## src/rtl/fpga_io_pkg.sv

```systemverilog
// Shared definitions for the FPGA pad-side I/O blocks: bank state encoding
// and the width of the post-reset hold counter.
package fpga_io_pkg;

    localparam int HOLD_CNT_W = 16;

    typedef enum logic [1:0] {
        ST_HOLD   = 2'd0,
        ST_IDLE   = 2'd1,
        ST_ACTIVE = 2'd2
    } io_state_t;

endpackage

```

## src/rtl/fpga_obuf.sv

```systemverilog
// Single-bit technology output buffer. Behavioural stand-in for the
// vendor pad driver; the bank only ever instantiates it one bit at a time.
module fpga_obuf (
    input  logic i,
    output logic o
);

    assign o = i;

endmodule

```

## src/rtl/fpga_obuf_bank.sv

```systemverilog
// Bank of output pads with a post-reset safe-hold window, enable-gated data
// path, freeze control and per-channel inversion. Pads are flop-driven only.
//
// state     | meaning
// ----------+-----------------------------------------------------------
// ST_HOLD   | post-reset hold, pads at SAFE_VAL, en ignored, counting
// ST_IDLE   | hold done, pads at SAFE_VAL, waiting for en
// ST_ACTIVE | pads follow i ^ INV_MASK one cycle late, freeze holds them
module fpga_obuf_bank
    import fpga_io_pkg::*;
#(
    parameter int               WIDTH       = 8,
    parameter int               HOLD_CYCLES = 16,
    parameter logic [WIDTH-1:0] SAFE_VAL    = '0,
    parameter logic [WIDTH-1:0] INV_MASK    = '0
) (
    input  logic             clk,
    input  logic             rst,
    input  logic [WIDTH-1:0] i,
    input  logic             en,
    input  logic             freeze,
    output logic [WIDTH-1:0] o,
    output logic             active,
    output logic             hold_busy
);

    localparam logic [HOLD_CNT_W-1:0] HOLD_LAST = HOLD_CNT_W'(HOLD_CYCLES - 1);
    localparam logic [HOLD_CNT_W-1:0] CNT_MAX   = '1;

    io_state_t             state;
    logic [HOLD_CNT_W-1:0] hold_cnt;
    logic [WIDTH-1:0]      o_q;

    always_ff @(posedge clk or posedge rst) begin
        if (rst) begin
            state     <= ST_HOLD;
            hold_cnt  <= '0;
            o_q       <= SAFE_VAL;
            active    <= 1'b0;
            hold_busy <= 1'b1;
        end else begin
            case (state)
                ST_HOLD: begin
                    if (hold_cnt == HOLD_LAST) begin
                        state     <= ST_IDLE;
                        hold_busy <= 1'b0;
                    end else if (hold_cnt != CNT_MAX) begin
                        hold_cnt <= hold_cnt + 1'b1;
                    end
                end
                ST_IDLE: begin
                    if (en) begin
                        state  <= ST_ACTIVE;
                        active <= 1'b1;
                        if (!freeze) begin
                            o_q <= i ^ INV_MASK;
                        end
                    end
                end
                ST_ACTIVE: begin
                    // Dropping en wins over freeze so the pads never stay
                    // live after the request goes away.
                    if (!en) begin
                        state  <= ST_IDLE;
                        active <= 1'b0;
                        o_q    <= SAFE_VAL;
                    end else if (!freeze) begin
                        o_q <= i ^ INV_MASK;
                    end
                end
                default: begin
                    state     <= ST_HOLD;
                    hold_cnt  <= '0;
                    o_q       <= SAFE_VAL;
                    active    <= 1'b0;
                    hold_busy <= 1'b1;
                end
            endcase
        end
    end

    for (genvar g = 0; g < WIDTH; g++) begin : g_pad
        fpga_obuf u_obuf (
            .i (o_q[g]),
            .o (o[g])
        );
    end

endmodule

```

## config.mk

```make
export PLATFORM = sky130hd
export DESIGN_NAME = fpga_obuf_bank
export DESIGN_NICKNAME = d
export VERILOG_FILES = /design/src/rtl/fpga_io_pkg.sv /design/src/rtl/fpga_obuf.sv /design/src/rtl/fpga_obuf_bank.sv
export SDC_FILE = /design/constraint.sdc
export NUM_CORES = 1
export LEC_CHECK = 0
export ABC_AREA = 1
export BUFFER_PORTS_ARGS = -buffer_cell sky130_fd_sc_hd__buf_4
export CORE_MARGIN = 1
export CORE_UTILIZATION = 30
export CTS_BUF_LIST = sky130_fd_sc_hd__clkbuf_2 sky130_fd_sc_hd__clkbuf_4 sky130_fd_sc_hd__clkbuf_8
export DETAILED_ROUTE_END_ITERATION = 7
export GPL_TIMING_DRIVEN = 0
export PLACE_DENSITY = 0.57
export RECOVER_POWER = 50
export SYNTH_ARGS = -nofsm -noshare
export SYNTH_HDL_FRONTEND = slang
export SYNTH_HIERARCHICAL = 1
export SYNTH_SLANG_ARGS = --single-unit
```

## constraint.sdc

```tcl
create_clock -name clk -period 2.25 [get_ports clk]
set_clock_uncertainty 0.1 [all_clocks]
set_input_delay 0.225 -clock clk [delete_from_list [all_inputs] [get_ports clk]]
set_output_delay 0.225 -clock clk [all_outputs]
set_load 0.005 [all_outputs]
```

# Word level (Yosys, flattened, before mapping)
# Index checks and enable logic that the tools add are counted.
[op_classes]
addsub = 1
eq_ne = 9
muxes = 16
bitwise_logic = 2
reduce_logical = 7
[ops]
columns = ["op", "n"]
rows = [
  ["16-bit 2-to-1 mux", 2],
  ["16-bit case mux with 2 select lines", 1],
  ["8-bit 2-to-1 mux", 3],
  ["8-bit case mux with 3 select lines", 1],
  ["16-bit by 1-bit adder with 16-bit output, second input constant", 1],
  ["16-bit by 4-bit equality test with 1-bit output, second input constant", 1],
  ["16-bit inequality test, second input constant", 1],
  ["2-bit inequality test, second input constant", 5],
  ["3-bit AND reduction", 3],
  ["2-bit 2-to-1 mux", 3],
  ["2-bit case mux with 3 select lines", 1],
  ["2-bit AND reduction", 2],
  ["1-bit 2-to-1 mux", 3],
  ["1-bit case mux with 3 select lines", 1],
  ["2-bit by 1-bit equality test with 1-bit output, second input constant", 1],
  ["2-bit equality test, second input constant", 1],
  ["2-bit zero test", 1],
  ["1-bit NOT", 2],
  ["1-bit case mux with 2 select lines", 1],
  ["2-bit OR reduction", 1],
]
[word_totals]
ff_bits = 28
inputBits = 12
out_inout_bits = 10
elab_cells = 40

# Depth between registers and ports, before layout
# Gate-level depths: netlist of the first run.
[logic_depth]
ltp_word = 4
depth_mapped = 10
mapped_depth_nobuf = 9

# Hierarchy
# Netlist of the first run, hierarchy kept.
[by_module_without_submodules]
columns = ["mod", "instances", "cells_per_inst", "area_each_um2", "seq_area_each_um2"]
rows = [
  ["fpga_obuf_bank", 1, 252, 1749.2, 701.9],
  ["fpga_obuf", 8, 1, 7.5, 0.0],
]

# Worst setup path after synthesis of the first run
# Ideal clock, no wire load.
[synth_timing]
path_type = "reg-to-reg"
from = "reg state[0]"
to = "reg o_q[0]"
setup_ns = 0.121
arrival_time_ns = 1.489
required_time_ns = 2.029
path_slack_ns = 0.539
path_stages_with_launch = 10
n_path_buf = 1
period_less_slack_ns = 1.711
path_cell_list = "dfrtp_1 > inv_1 > ha_1 > buf_2 > inv_1 > nand2_1 > nor2_2 > inv_1 > o21ai_0 > nor2_1"
[synth_via]
elab_chain_cells = 3
word_cells_on_any_way = 7
classes_between = "eq/ne: 3; mux: 1; bitwise: 1; reduce/logical: 2"
[synth_rtl]
columns = ["item", "line", "source"]
rows = [
  ["start, declared", "fpga_obuf_bank.sv:30", "io_state_t state;"],
  ["start signal, assigned", "fpga_obuf_bank.sv:36", "state <= ST_HOLD;"],
  ["start signal, assigned", "fpga_obuf_bank.sv:45", "state <= ST_IDLE;"],
  ["start signal, assigned", "fpga_obuf_bank.sv:53", "state <= ST_ACTIVE;"],
  ["2-bit by 1-bit equality test with 1-bit output or 2-bit zero test (tied branches)", "fpga_obuf_bank.sv:42", "case (state)"],
  ["2-bit inequality test (no source line) or 1-bit NOT (tied branches)", "--", ""],
  ["2-bit AND reduction (no source line)", "--", ""],
  ["end signal, assigned", "fpga_obuf_bank.sv:56", "o_q <= i ^ INV_MASK;"],
  ["end signal, assigned", "fpga_obuf_bank.sv:68", "o_q <= i ^ INV_MASK;"],
  ["end, declared", "fpga_obuf_bank.sv:32", "logic [WIDTH-1:0] o_q;"],
]
# Several ways; a longest one is shown, not always the timed one.
# A chain may end at the register's enable or synchronous reset.

# Worst setup path in the final report of the first run
[layout_timing]
from = "reg state[0]"
to = "reg o_q[2]"
# The elaborated chain is that of the path after synthesis.

==> flow_summary.ini, run 1 <==
[run_status]
status = finished clean

[cts]
path_clk_slew_ps = 100
htree_levels = 1
clkLatencyLatePin_ps = 280
postCtsHoldBufs = 0
cts_buffers = 3
cts_tree = built
cts_buffer_depth = 2
cts.sinks = 28
post-cts-setup-buffers = 0
ctsRootBufferMaster = clkbuf_8

[floorplanning]
num_rows = 27
fp.dieW_um = 79.7
dieArea_sq_um = 6350
coreArea_sq_um = 5680
io_pins = 22
die_height_um = 79.7
start_util_pct = 31.9

[setup_path]
crit_path_start_kind = flop
reg2reg_to = o_q[2]
cp.required_ps = 2320
r2r_setup_slack_ps = 310
worstPathCellList = inv_1 -> ha_1 -> buf_2 -> clkinvlp_4 -> nand2_1 -> nor2_4 -> inv_1 -> o21ai_0 -> nor2_1
critPathMaxStageDelay_ps = 440
arrival_ps = 2010
crit_buf_inv = 4
crit_family = buffers and inverters
worstRegToRegCells = 9
critPathKind = flop to flop
reg2reg_from = state[0]
cpMostUsedCell = inv_1
critPathMaxFanout = 9
cp-end-kind = flop
slowest_stage = dfrtp_1

[power]
power_mw = 2.11
power_frac_clock_pct = 19.1
seq_power_share_pct = 32.3
ir_drop_v = 0.000474
p_sw_share_pct = 39.2
pwr_density_cell_nw_per_um2 = 987
intPower_mw = 1.28
leakage_nw = 1.05
p_switching_mw = 0.828
power_frac_comb_pct = 48.7

[timing]
holdWs_ps = 75.7
fin_crit_sh_pct = 86.3
tns_ps = 0
rsz0062_at_grt = no
setup_viol = 0
max_slew_margin_pct = 30.0
fin_crit_ps = 1940
final_max_slew_viol_count = 0
hold_violations = 0
max_freq_mhz = 515
worstMarginPinSlew_ps = 1050

[place]
port_buffers = 21
dp_cells = 353
dp_hpwl_um = 2990
gp_congestion = 0.870

[synth]
syn_avg_cell_area_sq_um = 6.96
synth-edff-count = 0
ys_ff_latch = 28
seq_area_frac_synth_pct = 38.8
ys_types = 23
synthArstFlopShare_pct = 100
syn-num-nets = 278
netlist_area_sq_um = 1810
yosysWarnings = 6
synthCells = 260
synth_ff_type = dfrtp_1

[global_route]
grt_pass1_vias = 1594
antenna_found_initial = 0
grt_max_degree = 29
grt_pass1_wl_um = 7100
track_usage_pct = 14.4
overflow = 0

[drt]
via_per_inst = 4.51
dr.pass1.iters = 4
wl_per_cell_um = 11.0
route.detailed.drc = 0
vias = 1611
routed_wl_um = 3920
drtIter0Drc = 76
ant_nets = 0

[min_path]
min_path_cells = 3
min_to = o_q[5]
min_from = i[5]
hold_class = primary input to flop

[final_layout]
nNetsFinal = 304
finalNonFillerCells = 357
n_antenna_cell = 0
area_delta_synth_final_pct = 18.1
drive_gt1_share_pct = 18.9
final_core_util_pct = 37.7
final_cell_mix = nand2_1 (68), nor2_1 (48), dfrtp_1 (27), inv_1 (24), buf_4 (24)
layout_commonest_cell = nand2_1

[job]
cap_violations = 0
[worst max-delay path by stage]
stage,startpoint,end,slack [ps],depth (start not counted)
floorplan,state[0],o_q[0],540,9
detailed placement,state[0],o_q[2],140,9
global route,state[0],o_q[6],90,9
finish,state[0],o_q[2],310,9
global placement,state[0],o_q[6],140,9
CTS,state[0],o_q[2],110,9
[routing by layer]
| metal | GRT usage (%) | up-vias | wire, um |
|---|---|---|---|
| li1 | - | 861 | - |
| met1 | 19.0 | 724 | 2010 |
| met2 | 23.1 | 24 | 1740 |
| met3 | 2.40 | 2 | 113 |
| met4 | 6.00 | 0 | 49 |
| met5 | 0 | - | 0 |
[kinds of logic after synthesis]
kind of cell               synth area share (%)
adders and majority gates                  4.15
buffers and inverters                      11.1
AOI/OAI and AO/OA                          11.8
and+or+nand+nor                            33.7
DFF                                        38.8
xor gates and xnor gates                  0.484
[flip-flops by register name (all words and copies together) (netlist names)]
signal and flops:
hold_cnt 16, o_q 8, state 2, active 1, hold_busy 1
[worst reg2reg max path, cell delays in order (launching register included)]
cell and delay [ps]:
dfrtp_1 440, inv_1 90, ha_1 190, buf_2 180
clkinvlp_4 140, nand2_1 100, nor2_4 180, inv_1 150
o21ai_0 210, nor2_1 60
[cell usage after synthesis (3+ instances only)]
cell / instances / area (sq um)
dfrtp_1: 27 / 676
buf_6: 3 / 33.8
nand3_1: 16 / 80.1
o21bai_1: 4 / 30.0
nand2_1: 68 / 255
ha_1: 6 / 75.1
nor2_1: 48 / 180
a21oi_1: 4 / 20.0
o21ai_0: 22 / 110
inv_1: 25 / 93.8
or2_2: 7 / 43.8
buf_4: 8 / 60.1
o21ai_1: 9 / 45.0
[power groups by stage]
stage / combinational (mW) / sequential [mW] / clock, mW
2_1_floorplan: 0.731 / 0.676 / 0
3_3_place_gp: 1.03 / 0.687 / 0
3_5_place_dp: 1.04 / 0.693 / 0
4_1_cts: 1.04 / 0.682 / 0.428
5_1_grt: 1.18 / 0.696 / 0.442
6_report: 1.03 / 0.681 / 0.402
[per-stage QoR]
stage	worst slack [ps]	area, sq um
2_1_floorplan	539	1810
3_3_place_gp	144	2060
3_5_place_dp	144	2060
4_1_cts	113	2130
5_1_grt	87.8	2140
6_report	309	2140
[timing repair]
action,in CTS,in global routing
gates resized for setup,0,2
setup endpoints to repair,0,8
endpoints found under the hold margin,0,0
[cell type report]
type                       count  area (sq um)
buffer                        13           103
clock buffer                   3          41.3
clock inverter                 1          30.0
fill                         619          3540
inverter                      26           101
multi-input combinational    193           912
sequential                    28           702
tap                           72          90.1
timing repair buffer          21           158
No activity file was read; power rests on OpenSTA's default activity.
==> run 2: changes to the inputs <==
--- a/config.mk
+++ b/config.mk
@@ -16,5 +16,4 @@
 export RECOVER_POWER = 50
 export SYNTH_ARGS = -nofsm -noshare
 export SYNTH_HDL_FRONTEND = slang
-export SYNTH_HIERARCHICAL = 1
 export SYNTH_SLANG_ARGS = --single-unit
==> run 2 against run 1 <==
Effect of this change: fmax hardly changed; global-route usage is 0.50 points lower; first-iteration DRC count is 14% higher; worst hold slack worse by 9.0 ps; critical endpoint is now o_q[6]; largest power group unchanged; highest routed layer unchanged.
==> flow_summary.ini, run 2 <==
[drt]
vias = 1641
dr_wl_met2_um = 1820
drtIter0Drc = 87
routed_wl_um = 3990
ant_nets = 0
wl_met3_um = 114
route.detailed.drc = 0
highest_layer = met4
via_per_inst = 4.60
wl_per_cell_um = 11.2
wl_met1_um = 2010
dr.pass1.iters = 4

[floorplanning]
io_pins = 22
fp.dieW_um = 79.6
coreArea_sq_um = 5640
dieArea_sq_um = 6340
num_rows = 27
die_height_um = 79.6
start_util_pct = 32.0

[final_layout]
nNetsFinal = 304
largest_reg_flops = 16
layout_commonest_cell = nand2_1
n_antenna_cell = 0
regMostFlops = hold_cnt
drive_gt1_share_pct = 18.6
reg.largest.list = hold_cnt: 16 flops, o_q: 8 flops, state: 2 flops
final_cell_mix = nand2_1 (68), nor2_1 (49), dfrtp_1 (27), inv_1 (24), buf_4 (24)
final_core_util_pct = 37.8
area_delta_synth_final_pct = 18.1

[power]
seq_power_share_pct = 32.1
p_switching_mw = 0.844
ir_drop_v = 0.000547
power_mw = 2.12
leakage_nw = 1.05
power_frac_clock_pct = 19.5
p_sw_share_pct = 39.8
power_frac_comb_pct = 48.4
pwr_density_cell_nw_per_um2 = 993
intPower_mw = 1.28

[setup_path]
reg2reg_from = state[0]
worstPathCellList = inv_1 -> ha_1 -> buf_2 -> clkinvlp_4 -> nand2_1 -> nor2_4 -> inv_1 -> o21ai_0 -> nor2_1
crit_family = buffers and inverters
critPathLaunch = state[0]
crit_path_start_kind = flop
cpMostUsedCell = inv_1
crit_buf_inv = 4
critPathMaxStageDelay_ps = 450
critPathMaxFanout = 9
cp-end-kind = flop
cp.required_ps = 2330
slowest_stage = dfrtp_1
arrival_ps = 2020
critPathKind = flop to flop

[synth]
netlist_area_sq_um = 1810
yosysWarnings = 0
yosys-top-cells-count = nand2_1 (68), nor2_1 (49), dfrtp_1 (27)
yosysTopAreaCellShare_pct = 37.4
ys_ff_latch = 28
syn-num-nets = 278
ys_types = 23
yosysMostFrequentCell = nand2_1
synth-edff-count = 0
synth_ff_type = dfrtp_1
seq_area_frac_synth_pct = 38.9
yosys-top-cells-area = dfrtp_1 (37%), nand2_1 (14%), nor2_1 (10%)
synthCells = 260
synthArstFlopShare_pct = 100
synth_top_area_cell = dfrtp_1
syn_avg_cell_area_sq_um = 6.95

[global_route]
antenna_found_initial = 0
grt_pass1_vias = 1515
grt_pass1_wl_um = 6930
track_usage_pct = 13.9
overflow = 0
grt_max_degree = 29

[timing]
tns_ps = 0
fin_crit_ps = 1940
setup_viol = 0
fin_crit_sh_pct = 86.4
rsz0062_at_grt = no
hold_violations = 0
max_slew_margin_pct = 28.5
worstMarginPinSlew_ps = 1070
final_max_slew_viol_count = 0
max_freq_mhz = 515
fin_ws_ps = 307

[cts]
ctsRootBufferMaster = clkbuf_8
post-cts-setup-buffers = 0
cts_buffer_depth = 2
htree_levels = 1
cts.sinks = 28
path_clk_slew_ps = 110
clkLatencyLatePin_ps = 280
cts_tree = built
postCtsHoldBufs = 0
cts_buffers = 3

[place]
pre_cts_slack_ps = 112
gp_congestion = 0.821
dp_hpwl_um = 2960
port_buffers = 21

[min_path]
min_from = i[4]
hold_class = primary input to flop

[job]
cap_violations = 0

[run_status]
status = finished clean
## run 2: path summary, 6_finish.rpt
check                      depth (start not counted)          end  slack (ps)
setup / recovery                                   9       o_q[6]         310
hold / removal                                     3       o_q[4]          70
setup reg to reg                                   9       o_q[6]         310
hold reg to reg                                    2    hold_busy         420
max in group asynchronous                          2       o_q[5]        1300
min in group asynchronous                          2  hold_cnt[9]         110
## run 2: layout make-up
| class | count | area, sq um |
|---|---|---|
| Inverter | 26 | 101 |
| Sequential cell | 28 | 702 |
| Multi-Input combinational cell | 193 | 910 |
| Fill cell | 606 | 3510 |
| Buffer | 13 | 103 |
| Timing Repair Buffer | 21 | 158 |
| Clock inverter | 1 | 30.0 |
| Clock buffer | 3 | 41.3 |
| Tap cell | 72 | 90.1 |
## run 2: stage by stage
stage          hold WS (ps)  instances  area, sq um
2_1_floorplan           190        260         1810
3_3_place_gp            360        353         2050
3_5_place_dp            364        353         2050
4_1_cts                62.2        357         2130
5_1_grt                66.4        357         2130
6_report               66.8        357         2130
## run 2: logic make-up (layout without fill, tap and decap cells)
group | after synthesis | count (layout) | share of synthesized area [%]
buffers and inverters | 39 | 64 | 11.1
adder cells (fa/ha/maj) | 6 | 6 | 4.16
AND/OR/NAND/NOR | 146 | 146 | 33.6
flip-flops | 28 | 28 | 38.9
XOR/XNOR | 1 | 1 | 0.485
AO/OA/AOI/OAI | 40 | 40 | 11.8
## run 2: worst register-to-register path, delay by kind of cell (launching register included)
| kind | cells | cell delay, ps |
|---|---|---|
| buffers and inverters | 4 | 570 |
| flip-flops | 1 | 450 |
| AND/OR/NAND/NOR | 3 | 340 |
| adder cells (fa/ha/maj) | 1 | 190 |
| AO/OA/AOI/OAI | 1 | 200 |
## run 2: what timing repair did
item                                   in CTS  in global routing
gates resized for setup                     0                  2
setup endpoints to repair                   0                  8
endpoints found under the hold margin       0                  0
## run 2: layer usage
| layer | track usage, % | up-vias |
|---|---|---|
| met5 | 0 | - |
| met4 | 3.82 | 0 |
| met3 | 2.40 | 4 |
| met2 | 22.8 | 19 |
| met1 | 18.6 | 758 |
| li1 | - | 860 |
## run 2: power by group through the flow
stage | logic (mW) | registers [mW] | clock network [mW]
floorplan | 0.725 | 0.676 | 0
global placement | 1.02 | 0.689 | 0
detailed placement | 1.03 | 0.693 | 0
CTS | 1.03 | 0.682 | 0.422
global route | 1.17 | 0.698 | 0.444
finish | 1.03 | 0.682 | 0.413
==> run 3: changes to the inputs <==
--- a/config.mk
+++ b/config.mk
@@ -5,7 +5,6 @@
 export SDC_FILE = /design/constraint.sdc
 export NUM_CORES = 1
 export LEC_CHECK = 0
-export ABC_AREA = 1
 export BUFFER_PORTS_ARGS = -buffer_cell sky130_fd_sc_hd__buf_4
 export CORE_MARGIN = 1
 export CORE_UTILIZATION = 30
==> constraint.sdc (replaced) <==
create_clock -name clk -period 2.25 [get_ports clk]
set_clock_uncertainty 0.1 [all_clocks]
set_input_delay 0.45 -clock clk [delete_from_list [all_inputs] [get_ports clk]]
set_output_delay 0.45 -clock clk [all_outputs]
set_load 0.005 [all_outputs]
==> run 3 against run 2 <==
Effect of this change: utilization is 0.23 points lower; clock power is 22% lower; cell count is 24% lower; largest power group unchanged; register-to-register slack worse by 210 ps; sequential power is 9.2% higher.
==> flow_summary.ini, run 3 <==
[synth]
seq_area_frac_synth_pct = 41.9
synth_top_family_by_area = simple AND/OR/NAND/NOR gates
synth_xor_area_share_pct = 0
ys_ff_latch = 28
syn_avg_cell_area_sq_um = 9.41
yosys-top-cells-area = dfrtp_1 (40%), mux2i_1 (5.4%), ha_1 (4.5%)
synth.mux.area_fraction_pct = 6.05
synthCells = 178
synth_compound_area_share_pct = 18.1
synth_simple_gate_area_share_pct = 22.0
yosys-top-cells-count = dfrtp_1 (27), nor2_1 (14), nand2_1 (13)
synth_top_area_cell = dfrtp_1
yosysWarnings = 0
yosysMostFrequentCell = dfrtp_1
netlist_area_sq_um = 1680
synthAdderAreaFrac_pct = 4.48
synth-edff-count = 0
synthArstFlopShare_pct = 100
synth_ff_type = dfrtp_1
syn-num-nets = 196
ys_types = 44
yosysTopAreaCellShare_pct = 40.3

[cts]
ctsRootBufferMaster = clkbuf_8
path_clk_slew_ps = 100
clkLatencyLatePin_ps = 280
cts_buffer_depth = 2
cts_buffers = 3
cts.sinks = 28
htree_levels = 1
cts_tree = built
post-cts-setup-buffers = 0

[setup_path]
critPathMaxFanout = 9
crit_path_start_kind = flop
cp.required_ps = 2370
reg2reg_from = hold_cnt[0]
critPathLaunch = hold_cnt[0]
critPathKind = flop to flop
cp-end-kind = flop
arrival_ps = 2270

[place]
gp_congestion = 0.856
pre_cts_slack_ps = 24.2
dp_hpwl_um = 2650
port_buffers = 21
dpl_cell_area_sq_um = 1920

[timing]
worstMarginPinSlew_ps = 1100
setup_viol = 0
max_freq_mhz = 465
fin_crit_ps = 2150
tns_ps = 0
final_max_slew_viol_count = 0
holdWs_ps = 311
fin_crit_sh_pct = 95.6
fin_ws_ps = 98.1
hold_violations = 0
rsz0062_at_grt = no
max_slew_margin_pct = 26.7

[final_layout]
fill_cells = 528
nNetsFinal = 220
layout_commonest_cell = dfrtp_1
drive_gt1_share_pct = 22.9
regMostFlops = hold_cnt
final_cell_mix = dfrtp_1 (27), buf_4 (24), nor2_1 (14), nand2_1 (13)
reg.largest.list = hold_cnt: 16 flops, o_q: 8 flops, state: 2 flops
final_area_sq_um = 1970
largest_reg_flops = 16
n_antenna_cell = 0
area_delta_synth_final_pct = 17.6

[power]
p_sw_share_pct = 44.3
ir_drop_v = 0.000795
power_frac_comb_pct = 51.3
pwr_density_cell_nw_per_um2 = 1110
seq_power_share_pct = 34.0
p_switching_mw = 0.971
power_frac_clock_pct = 14.7
leakage_nw = 0.940
intPower_mw = 1.22

[floorplanning]
die_height_um = 76.7
coreArea_sq_um = 5240
dieArea_sq_um = 5890
start_util_pct = 32.0
io_pins = 22
fp.dieW_um = 76.7
num_rows = 26

[min_path]
hold_class = primary input to flop
min_from = i[2]

[drt]
route.detailed.drc = 0
routed_wl_um = 3730
dr.pass1.iters = 4
via_per_inst = 5.11
vias = 1385
ant_nets = 0
wl_per_cell_um = 13.8
drtIter0Drc = 57

[global_route]
grt.busiest_layer = met2
grt_use_met2_pct = 22.1
track_usage_pct = 13.7
overflow = 0
use_met3_pct = 2.86
grt_max_degree = 29
grt_pass1_wl_um = 6440
grt_util_met1_pct = 19.0
antenna_found_initial = 0
grt_pass1_vias = 1343

[job]
cap_violations = 0

[run_status]
status = finished clean
run 3: cell types whose count changed after synthesis, sizes merged, moves of 6 or more:
cell / previous run / this run
nand2: 70 / 13
or3: 0 / 6
o21ai: 32 / 13
nor2: 51 / 14
inv: 26 / 8
mux2i: 0 / 9
run 3: power groups by stage:
stage / logic [mW] / registers, mW / clock network (mW)
2_1_floorplan: 0.780 / 0.727 / 0
3_3_place_gp: 1.13 / 0.750 / 0
3_5_place_dp: 1.13 / 0.753 / 0
4_1_cts: 1.13 / 0.745 / 0.326
5_1_grt: 1.27 / 0.766 / 0.348
6_report: 1.12 / 0.745 / 0.322
run 3: worst paths after layout:
kind                                to  slack [ps]  cells past startpoint
max reg2reg                hold_cnt[1]         100                      6
max                        hold_cnt[1]         100                      6
min reg2reg                  hold_busy         410                      2
min in group asynchronous  hold_cnt[6]         350                      2
max in group asynchronous  hold_cnt[9]        1040                      2
min                             o_q[2]         310                      3
run 3: metrics by stage:
step,utilization (%),total power [mW],instances
floorplan,-,1.51,178
global placement,36.7,1.88,269
detailed placement,36.7,1.88,269
CTS,37.6,2.20,272
global route,37.6,2.38,271
finish,37.6,2.19,271
run 3: kinds of logic (layout without fill, tap and decap cells):
family / Yosys count / count (layout)
buffers and inverters: 23 / 46
flip-flops: 28 / 28
AO/OA/AOI/OAI: 43 / 43
multiplexers: 10 / 10
adder cells (fa/ha/maj): 6 / 6
AND/OR/NAND/NOR: 68 / 68
run 3: layout make-up:
class                      count  area, sq um  share of cell area (%)
clock buffer                   4         55.1                    2.80
sequential                    28          702                    35.6
timing repair buffer          21          158                    8.01
inverter                       8         30.0                    1.52
buffer                        13         87.6                    4.45
tap                           70         87.6                    4.45
multi-input combinational    127          850                    43.1
run 3: what timing repair did:
| item | in CTS | in global routing |
|---|---|---|
| endpoints found under the setup margin | 2 | 12 |
| gates resized for setup | 0 | 2 |
| hold buffers | 0 | 0 |
run 3: worst max-delay path, cell delays in order, from the launching register on:
cell	delay (ps)
dfrtp_1	440
ha_1	260
and4b_1	250
nand4_1	280
o21ai_4	160
or4b_1	500
nand3_1	100
run 3: layer usage:
metal / wire length, um / vias up
li1: - / 693
met4: 23 / 0
met5: 0 / -
met3: 143 / 2
met2: 1720 / 19
met1: 1850 / 671
